## src/rtl/colune_pkg.sv

```systemverilog
// colune_pkg: shared scan-state type, default geometry and column helpers for the matrix scanner
package colune_pkg;

    typedef enum logic [1:0] {
        ST_IDLE,
        ST_BLANK,
        ST_SHOW
    } scan_state_e;

    localparam int COLUNE_SIZE_DEF   = 7;
    localparam int TOTAL_COLUNES_DEF = 4;

    // Wide enough to be truncated to any practical row count.
    localparam logic [63:0] ROW_OFF = '1;

    function automatic int col_offset(input int k, input int size);
        return k * size;
    endfunction

endpackage

```

## src/rtl/scan_timer.sv

```systemverilog
// scan_timer: loadable down-counter whose terminal count marks the end of a blank or dwell period
module scan_timer #(
    parameter int W = 16
) (
    input  logic         clk,
    input  logic         rst_n,
    input  logic         load,
    input  logic [W-1:0] load_val,
    output logic         tc
);

    logic [W-1:0] cnt_q;
    logic [W-1:0] cnt_d;

    // Reload on request, otherwise count down and rest at zero.
    always_comb cnt_d = load ? load_val : (cnt_q != '0 ? cnt_q - 1'b1 : cnt_q);

    // Counter register.
    always_ff @(posedge clk or negedge rst_n) begin
        if (!rst_n) cnt_q <= '0;
        else        cnt_q <= cnt_d;
    end

    assign tc = cnt_q == '0;

endmodule

```

## src/rtl/colune_matrix_scanner.sv

```systemverilog
// colune_matrix_scanner: double-buffered frame intake and blanked column multiplexing of an LED matrix
module colune_matrix_scanner
    import colune_pkg::*;
#(
    parameter int COLUNE_SIZE   = COLUNE_SIZE_DEF,
    parameter int TOTAL_COLUNES = TOTAL_COLUNES_DEF,
    parameter int DATA_WIDTH    = 28,
    parameter int DWELL_CYCLES  = 50000,
    parameter int BLANK_CYCLES  = 500
) (
    input  logic                     clk,
    input  logic                     rst_n,
    input  logic [DATA_WIDTH-1:0]    frame_data,
    input  logic                     frame_valid,
    output logic                     frame_ready,
    input  logic                     enable,
    output logic [COLUNE_SIZE-1:0]   row_out,
    output logic [TOTAL_COLUNES-1:0] col_sel,
    output logic                     frame_done
);

    localparam int CW = $clog2((DWELL_CYCLES > BLANK_CYCLES ? DWELL_CYCLES : BLANK_CYCLES) + 1);
    localparam int IW = TOTAL_COLUNES > 1 ? $clog2(TOTAL_COLUNES) : 1;
    localparam logic [IW-1:0]          LAST_COL   = IW'(TOTAL_COLUNES - 1);
    localparam logic [CW-1:0]          BLANK_LOAD = CW'(BLANK_CYCLES - 1);
    localparam logic [CW-1:0]          DWELL_LOAD = CW'(DWELL_CYCLES - 1);
    localparam logic [COLUNE_SIZE-1:0] ALL_OFF    = COLUNE_SIZE'(ROW_OFF);

    scan_state_e              state_q, state_d;
    logic [IW-1:0]            col_q, col_d;
    logic [DATA_WIDTH-1:0]    active_q, active_d;
    logic [DATA_WIDTH-1:0]    shadow_q, shadow_d;
    logic                     active_valid_q, active_valid_d;
    logic                     shadow_full_q, shadow_full_d;
    logic                     frame_ready_q, frame_ready_d;
    logic                     frame_done_q, frame_done_d;
    logic [COLUNE_SIZE-1:0]   row_out_q, row_out_d;
    logic [TOTAL_COLUNES-1:0] col_sel_q, col_sel_d;
    logic                     tmr_load, tmr_tc, swap;
    logic [CW-1:0]            tmr_val;

    scan_timer #(.W(CW)) u_timer (
        .clk      (clk),
        .rst_n    (rst_n),
        .load     (tmr_load),
        .load_val (tmr_val),
        .tc       (tmr_tc)
    );

    // Next state, buffer handshake and the values the output registers take on the next edge.
    always_comb begin
        state_d        = state_q;
        col_d          = col_q;
        active_d       = active_q;
        active_valid_d = active_valid_q;
        shadow_d       = shadow_q;
        shadow_full_d  = shadow_full_q;
        frame_done_d   = 1'b0;
        tmr_load       = 1'b0;
        tmr_val        = '0;
        swap           = 1'b0;
        if (frame_valid && frame_ready_q) begin
            shadow_d      = frame_data;
            shadow_full_d = 1'b1;
        end
        if (!enable) begin
            state_d  = ST_IDLE;
            col_d    = '0;
            tmr_load = 1'b1;
        end else begin
            case (state_q)
                ST_IDLE: if (shadow_full_q || active_valid_q) begin
                    swap     = shadow_full_q;
                    state_d  = ST_BLANK;
                    col_d    = '0;
                    tmr_load = 1'b1;
                    tmr_val  = BLANK_LOAD;
                end
                ST_BLANK: if (tmr_tc) begin
                    state_d  = ST_SHOW;
                    tmr_load = 1'b1;
                    tmr_val  = DWELL_LOAD;
                end
                ST_SHOW: if (tmr_tc) begin
                    state_d      = ST_BLANK;
                    tmr_load     = 1'b1;
                    tmr_val      = BLANK_LOAD;
                    frame_done_d = col_q == LAST_COL;
                    swap         = col_q == LAST_COL && shadow_full_q;
                    col_d        = col_q == LAST_COL ? '0 : col_q + 1'b1;
                end
                default: state_d = ST_IDLE;
            endcase
        end
        // A swap only ever sees a full shadow, which blocks a same-edge accept.
        if (swap) begin
            active_d       = shadow_q;
            active_valid_d = 1'b1;
            shadow_full_d  = 1'b0;
        end
        frame_ready_d = !shadow_full_d;
        row_out_d     = state_d == ST_SHOW ? COLUNE_SIZE'(active_d >> col_offset(int'(col_d), COLUNE_SIZE)) : ALL_OFF;
        col_sel_d     = state_d == ST_SHOW ? ~(TOTAL_COLUNES'(1) << col_d) : '1;
    end

    // State, frame buffers and outputs; reset drops both frames and leaves the matrix dark.
    always_ff @(posedge clk or negedge rst_n) begin
        if (!rst_n) begin
            state_q        <= ST_IDLE;
            col_q          <= '0;
            active_q       <= '0;
            shadow_q       <= '0;
            active_valid_q <= 1'b0;
            shadow_full_q  <= 1'b0;
            frame_ready_q  <= 1'b1;
            frame_done_q   <= 1'b0;
            row_out_q      <= ALL_OFF;
            col_sel_q      <= '1;
        end else begin
            state_q        <= state_d;
            col_q          <= col_d;
            active_q       <= active_d;
            shadow_q       <= shadow_d;
            active_valid_q <= active_valid_d;
            shadow_full_q  <= shadow_full_d;
            frame_ready_q  <= frame_ready_d;
            frame_done_q   <= frame_done_d;
            row_out_q      <= row_out_d;
            col_sel_q      <= col_sel_d;
        end
    end

    assign frame_ready = frame_ready_q;
    assign frame_done  = frame_done_q;
    assign row_out     = row_out_q;
    assign col_sel     = col_sel_q;

endmodule

```

## config.mk

```make
export PLATFORM = sky130hd
export DESIGN_NAME = colune_matrix_scanner
export DESIGN_NICKNAME = d
export VERILOG_FILES = /design/src/rtl/colune_pkg.sv /design/src/rtl/scan_timer.sv /design/src/rtl/colune_matrix_scanner.sv
export SDC_FILE = /design/constraint.sdc
export NUM_CORES = 1
export LEC_CHECK = 0
export ABC_AREA = 1
export ABC_CLOCK_PERIOD_IN_PS = 2800
export CAP_MARGIN = 20
export CORE_MARGIN = 3
export CORE_UTILIZATION = 43
export CTS_CLUSTER_SIZE = 16
export DETAILED_ROUTE_END_ITERATION = 6
export GPL_TIMING_DRIVEN = 0
export HOLD_SLACK_MARGIN = 0.15
export PLACE_DENSITY = 0.7
export SLEW_MARGIN = 20
export SYNTH_ARGS = -nofsm -noshare
export SYNTH_HDL_FRONTEND = slang
export SYNTH_HIERARCHICAL = 1
export SYNTH_SLANG_ARGS = --single-unit
```

## constraint.sdc

```tcl
create_clock -name clk -period 2.8 [get_ports clk]
set_clock_uncertainty 0.05 [all_clocks]
set_input_delay 0.42 -clock clk [delete_from_list [all_inputs] [get_ports clk]]
set_output_delay 0.42 -clock clk [all_outputs]
set_load 0.005 [all_outputs]
```

After elaboration in Yosys (flattened, before gate mapping)
Cells that the tools add are included.

Word-level logic and storage cells: 63. Register bits after elaboration: 91.

Bitwise operators: 1. Multiplexer cells: 33. $add $sub $neg: 2. Reduce and logical (&&, ||, !) cells: 9. Eq/ne operators: 4. Shifts and indexed selects: 2. $mul: 1.

Operators with widths (number): $mux 16 (4); $pmux 16 s3 (1); $mux 28 (1); $shr 28x5->7 (1); $mux 9 (2); $logic_not 16->1 (1); $mux 2 (8); $reduce_bool 16->1 (1); $sub 16x1->16 const B (1); $mux 1 (11); $mux 7 (1); $eq 2x2->1 const B (3); $pmux 2 s3 (1); $mul 2x3->5 const B (1); $mux 4 (1); $not 4->4 (1); $pmux 1 s2 (2); $pmux 2 s2 (1); $shl 1x2->4 const A (1); $add 2x1->2 const B (1); $eq 2x1->1 const B (1); $logic_and 1x1->1 (2); $logic_not 2->1 (1); $reduce_bool 2->1 (1); other kinds (3) (3).

Depth between registers and ports, before layout
Depth after elaboration: 8. Mapped depth: 16. Depth with buffers taken out: 15.

Hierarchy
Netlist, hierarchy kept.

By module, submodules not included: colune_matrix_scanner (area each 3314.4 sq um, seq. area each 1891.8 sq um, cells an instance 334, instances 1); scan_timer (area each 1184.9 sq um, seq. area each 400.4 sq um, cells an instance 167, instances 1).

Least setup slack after synthesis
Ideal clock, no wire load.

Path type: register -> register. Start point: register u_timer.cnt_q[0]. End point: register u_timer.cnt_q[3]. Clock period less this slack: 2557 ps. Slack: 243 ps. Setup time: 113 ps. Path buffers: 2. Cell stages (with the launch flop): 14. Arrival time: 2394 ps. Cells stage by stage: dfrtp_1 -> inv_1 -> ha_1 -> nand2_4 -> nor2_4 -> nand3_1 -> nor3_1 -> a21oi_1 -> o21ai_0 -> buf_2 -> buf_2 -> o21ai_0 -> nand2_1 -> inv_1.

Longest elaborated chain between the ends: 5. Elaborated cells on any way between the ends: 12. Those cells by class: add/sub (1); mux (8); reduce/logical (3).

Ends and longest elaborated chain: start: declaration (line scan_timer.sv:12) `logic [W-1:0] cnt_q;`; start signal: assignment (line scan_timer.sv:21) `else cnt_q <= cnt_d;`; $logic_not 16->1 * (line scan_timer.sv:24) `assign tc = cnt_q == '0;`; named net tmr_tc (line colune_matrix_scanner.sv:39) `logic tmr_load, tmr_tc, swap;`; $mux 1 * (line colune_matrix_scanner.sv:79, colune_matrix_scanner.sv:84); $pmux 1 s2 * (line colune_matrix_scanner.sv:71) `case (state_q)`; $mux 1 * (line colune_matrix_scanner.sv:66) `if (!enable) begin`; named net tmr_load (line colune_matrix_scanner.sv:39); $mux 16 / $reduce_bool 2->1 (equally long branches).

Mark *: on every way through the listed nets, which the timed path passes. The rest lies on a longest branch. The select of a mux whose other input is x is not followed. A chain may end at the register's enable or synchronous reset.

Worst setup path after layout
Start point: register u_timer.cnt_q[0]. End point: register row_out_q[0] (netlist: row_out[0]).

Longest elaborated chain between the ends: 7. Elaborated cells on any way between the ends: 16. Those cells by class: mul (1); eq/ne (1); shift (1); mux (12); reduce/logical (1).

Ends and longest elaborated chain: $logic_not 16->1 (line scan_timer.sv:24); named net tmr_tc (line colune_matrix_scanner.sv:39); $mux 1 (line colune_matrix_scanner.sv:84) `ST_SHOW: if (tmr_tc) begin`; $pmux 1 s2 (line colune_matrix_scanner.sv:71); $mux 1 (line colune_matrix_scanner.sv:66); $mux 28 (line colune_matrix_scanner.sv:96) `if (swap) begin`; named net active_d[7] (line colune_matrix_scanner.sv:31) `logic [DATA_WIDTH-1:0] active_q, active_d;`; $shr 28x5->7 (line colune_matrix_scanner.sv:102) `row_out_d = state_d == ST_SHOW ? COLUNE_SIZE'(active_d >> col_offset(int'(col_d), COLUNE_SIZE)) : ALL_OFF;`; $mux 7 (line colune_matrix_scanner.sv:102); named net row_out_d[0] (line colune_matrix_scanner.sv:37) `logic [COLUNE_SIZE-1:0] row_out_q, row_out_d;`; end signal: assignment (line colune_matrix_scanner.sv:128) `row_out_q <= row_out_d;`; end: declaration (line colune_matrix_scanner.sv:37).

The timed path passes the listed nets, and every way through them passes these cells.

==> impl_metrics.toml <==
[logic_synthesis]
yosysSeqAreaShare = 0.509
synth_flop_cell = "dfrtp_1"
async_flop_share = 1.00
yosysTopAreaCell = "dfrtp_1"
synth_cell_types = 35
synth-edff-count = 0
synth-seq-cells = 91
syn_area_per_cell_um2 = 8.98
synthTopCellsByArea = "dfrtp_1, nand2_1, dfstp_2"
synth_warnings = 6
post-synth-top-area-fraction = 0.439
yosysMostFrequentCell = "nand2_1"
synth_area_um2 = 4500
syn-instance-count = 501
synthTopCellsByCount = "nand2_1, dfrtp_1, nand3_1, inv_1, mux2_2"

[clock_network]
cts_tree = "built"
h-tree-depth = 3
cts_made_buffers = 9
cts-root-buf = "clkbuf_8"
cts.sinks = 91
clockBufferDepth = 2
cts.clk_slew.worst_paths_ns = 0.10
clk_latency_ns = 0.37

[sta]
tightest_slew_ns = 0.681
hold_viol_final = 0
final.setup.worst_slack_ns = 0.219
finalCriticalPeriod_ns = 2.58
rsz0062_at_grt = "no"
finalSetupTns_ns = 0
fmax_ghz = 0.387
finalSetupViolations = 0
fin_crit_sh = 0.922
relSlewSlack = 0.546
slew_violations = 0

[routing]
totalWireLength_um = 9600
drc = 0
viasPerCell = 4.83
route.vias.total = 3379
wl_per_cell_um = 13.7
initialDrtViolationCount = 131
drt_pass1_iterations = 4
detail-route-antenna-nets = 0

[die]
fp-row-count = 36
die_w_um = 108
die_y_um = 108
io_pins = 45
initial_utilization = 0.452
core-area_um2 = 9950
die-area_um2 = 11700

[worst_setup_path]
rrSetupSlack_ns = 0.22
reg2reg_depth = 17
worst_setup_path_end_kind = "register"
r2r_end = "row_out[0]$_DFF_PN1_"
crit_type = "register to register"
r2r_start = "u_timer/cnt_q[0]$_DFFE_PN0P_"
cp_data_arrival_time_ns = 2.84
cp.required_ns = 3.06
startpoint_type = "register"
crit_fanout = 10

[power_and_ir_drop]
irDropWorstVdd_v = 0.000437
pwr-share-seq = 0.469
pwr-share-clk = 0.229
p_leak_nw = 2.64
swShare = 0.340
p_total_mw = 4.16
power_frac_comb = 0.301
power.switching_mw = 1.42
internal-power_mw = 2.75
p_per_area_nw_per_um2 = 770

[grt]
track_usage = 0.178
grt_max_degree = 54
grt_first_pass_wirelength_um = 16200
overflow = 0
grt_pass1_vias = 3450
antenna_found_initial = 0

[final_layout]
antenna_cells = 0
utilization = 0.543
drive_gt1_frac = 0.206
final_cells = 700
fin_nets = 600
area_delta_synth_final_pct = 20.1
num-fill-cells = 931

[min_path]
min-delay-start = "enable"
hold_path_end = "frame_done$_DFF_PN0_"
hold_path_class = "primary input to register"
holdPathStages = 3

[place]
port_buffers = 43
place_hpwl_um = 6850
place_inst = 681
gp_congestion = 0.857
dp_worst_setup_slack_ns = -0.320

[outcome]
status = "complete, no violations"

[job]
cap_violations = 0
[registers in the layout, indices dropped and copies added (netlist names)]
name / cells
active_q: 28
shadow_q: 28
u_timer/cnt_q: 16
row_out: 7
col_sel: 4
col_q: 2
state_q: 2
active_valid_q: 1
frame_done: 1
frame_ready: 1
shadow_full_q: 1
[power groups by stage]
stage | sequential [mW] | clock (mW) | combinational (mW)
floorplan | 1.92 | 0 | 0.953
global placement | 1.96 | 0 | 1.21
detailed placement | 1.98 | 0 | 1.25
CTS | 1.96 | 0.980 | 1.26
global route | 2.01 | 1.04 | 1.43
finish | 1.95 | 0.954 | 1.25
[how the worst max path moves through the flow]
stage | cells after the start | endpoint | startpoint
floorplan | 13 | u_timer/cnt_q[3]$_DFFE_PN0P_ | u_timer/cnt_q[0]$_DFFE_PN0P_
global placement | 1 | shadow_q[14]$_DFFE_PN0P_ | rst_n
detailed placement | 13 | u_timer/cnt_q[3]$_DFFE_PN0P_ | u_timer/cnt_q[0]$_DFFE_PN0P_
CTS | 14 | u_timer/cnt_q[3]$_DFFE_PN0P_ | u_timer/cnt_q[0]$_DFFE_PN0P_
global route | 17 | row_out[2]$_DFF_PN1_ | u_timer/cnt_q[0]$_DFFE_PN0P_
finish | 17 | row_out[0]$_DFF_PN1_ | u_timer/cnt_q[0]$_DFFE_PN0P_
[metal layers]
| metal | GRT usage | wire (um) | up-vias | part of all wire |
|---|---|---|---|---|
| li1 | - | - | 1706 | - |
| met1 | 0.209 | 4020 | 1616 | 0.42 |
| met2 | 0.323 | 5100 | 42 | 0.53 |
| met3 | 0.0328 | 271 | 15 | 0.028 |
| met4 | 0.0631 | 206 | 0 | 0.021 |
| met5 | 0 | 0 | - | 0 |
[worst max-delay path, cell delays in order (launching register included)]
cell,delay (ns)
dfrtp_1,0.42
inv_2,0.11
ha_4,0.18
nand2_4,0.09
nor2_4,0.14
nand3_2,0.12
nor3_4,0.25
buf_4,0.18
nand3_2,0.09
nand2_2,0.09
buf_6,0.16
buf_6,0.14
nand3_1,0.07
nand2_1,0.09
nand2_1,0.06
nand2_1,0.11
nand2_1,0.06
nand3_1,0.10
[cells by family (layout without fill, tap and decap cells)]
kind of cell	after synthesis	after routing	synth area share
AOI/OAI and AO/OA	22	22	0.0323
xor gates and xnor gates	5	5	0.00973
adders and majority gates	6	6	0.0167
buffers and inverters	55	118	0.0617
DFF	91	91	0.509
muxes	28	28	0.0701
other	1	4	0.000833
and+or+nand+nor	293	293	0.299
[per-stage QoR]
| stage | area (um^2) | hold slack, ns |
|---|---|---|
| after floorplan | 4510 | 0.0744 |
| after global placement | 5110 | 0.398 |
| after detailed placement | 5130 | 0.391 |
| after CTS | 5370 | 0.344 |
| after global routing | 5410 | 0.353 |
| final | 5410 | 0.345 |
[cells in the final DEF, fill, tap and decap left out, drive strengths merged, types with 4 or more instances in the layout]
master         count
conb               4
ha                 6
buf               21
clkdlybuf4s50     42
o21bai             5
clkbuf            11
mux2              28
dfstp             12
nor2              35
inv               39
nand2            193
o21ai             10
nand3             59
a21oi              7
dfrtp             79
[area by class of cell]
class / count / area, um^2 / share of cell area
Buffer: 19 / 143 / 0.0264
Clock buffer: 9 / 124 / 0.0229
Clock inverter: 7 / 95.1 / 0.0176
Inverter: 36 / 135 / 0.0250
Multi-Input combinational cell: 358 / 1970 / 0.364
Sequential cell: 91 / 2290 / 0.424
Tap cell: 133 / 166 / 0.0308
Timing Repair Buffer: 47 / 480 / 0.0889
[repair_timing]
action	CTS	global route
pin swaps	0	1
gates cloned	0	0
setup buffers	0	2
gates resized for setup	2	4
endpoints found under the hold margin	29	0
endpoints found under the setup margin	31	19
hold buffers	1	0
Note: power is estimated with default switching activity, not from simulation.
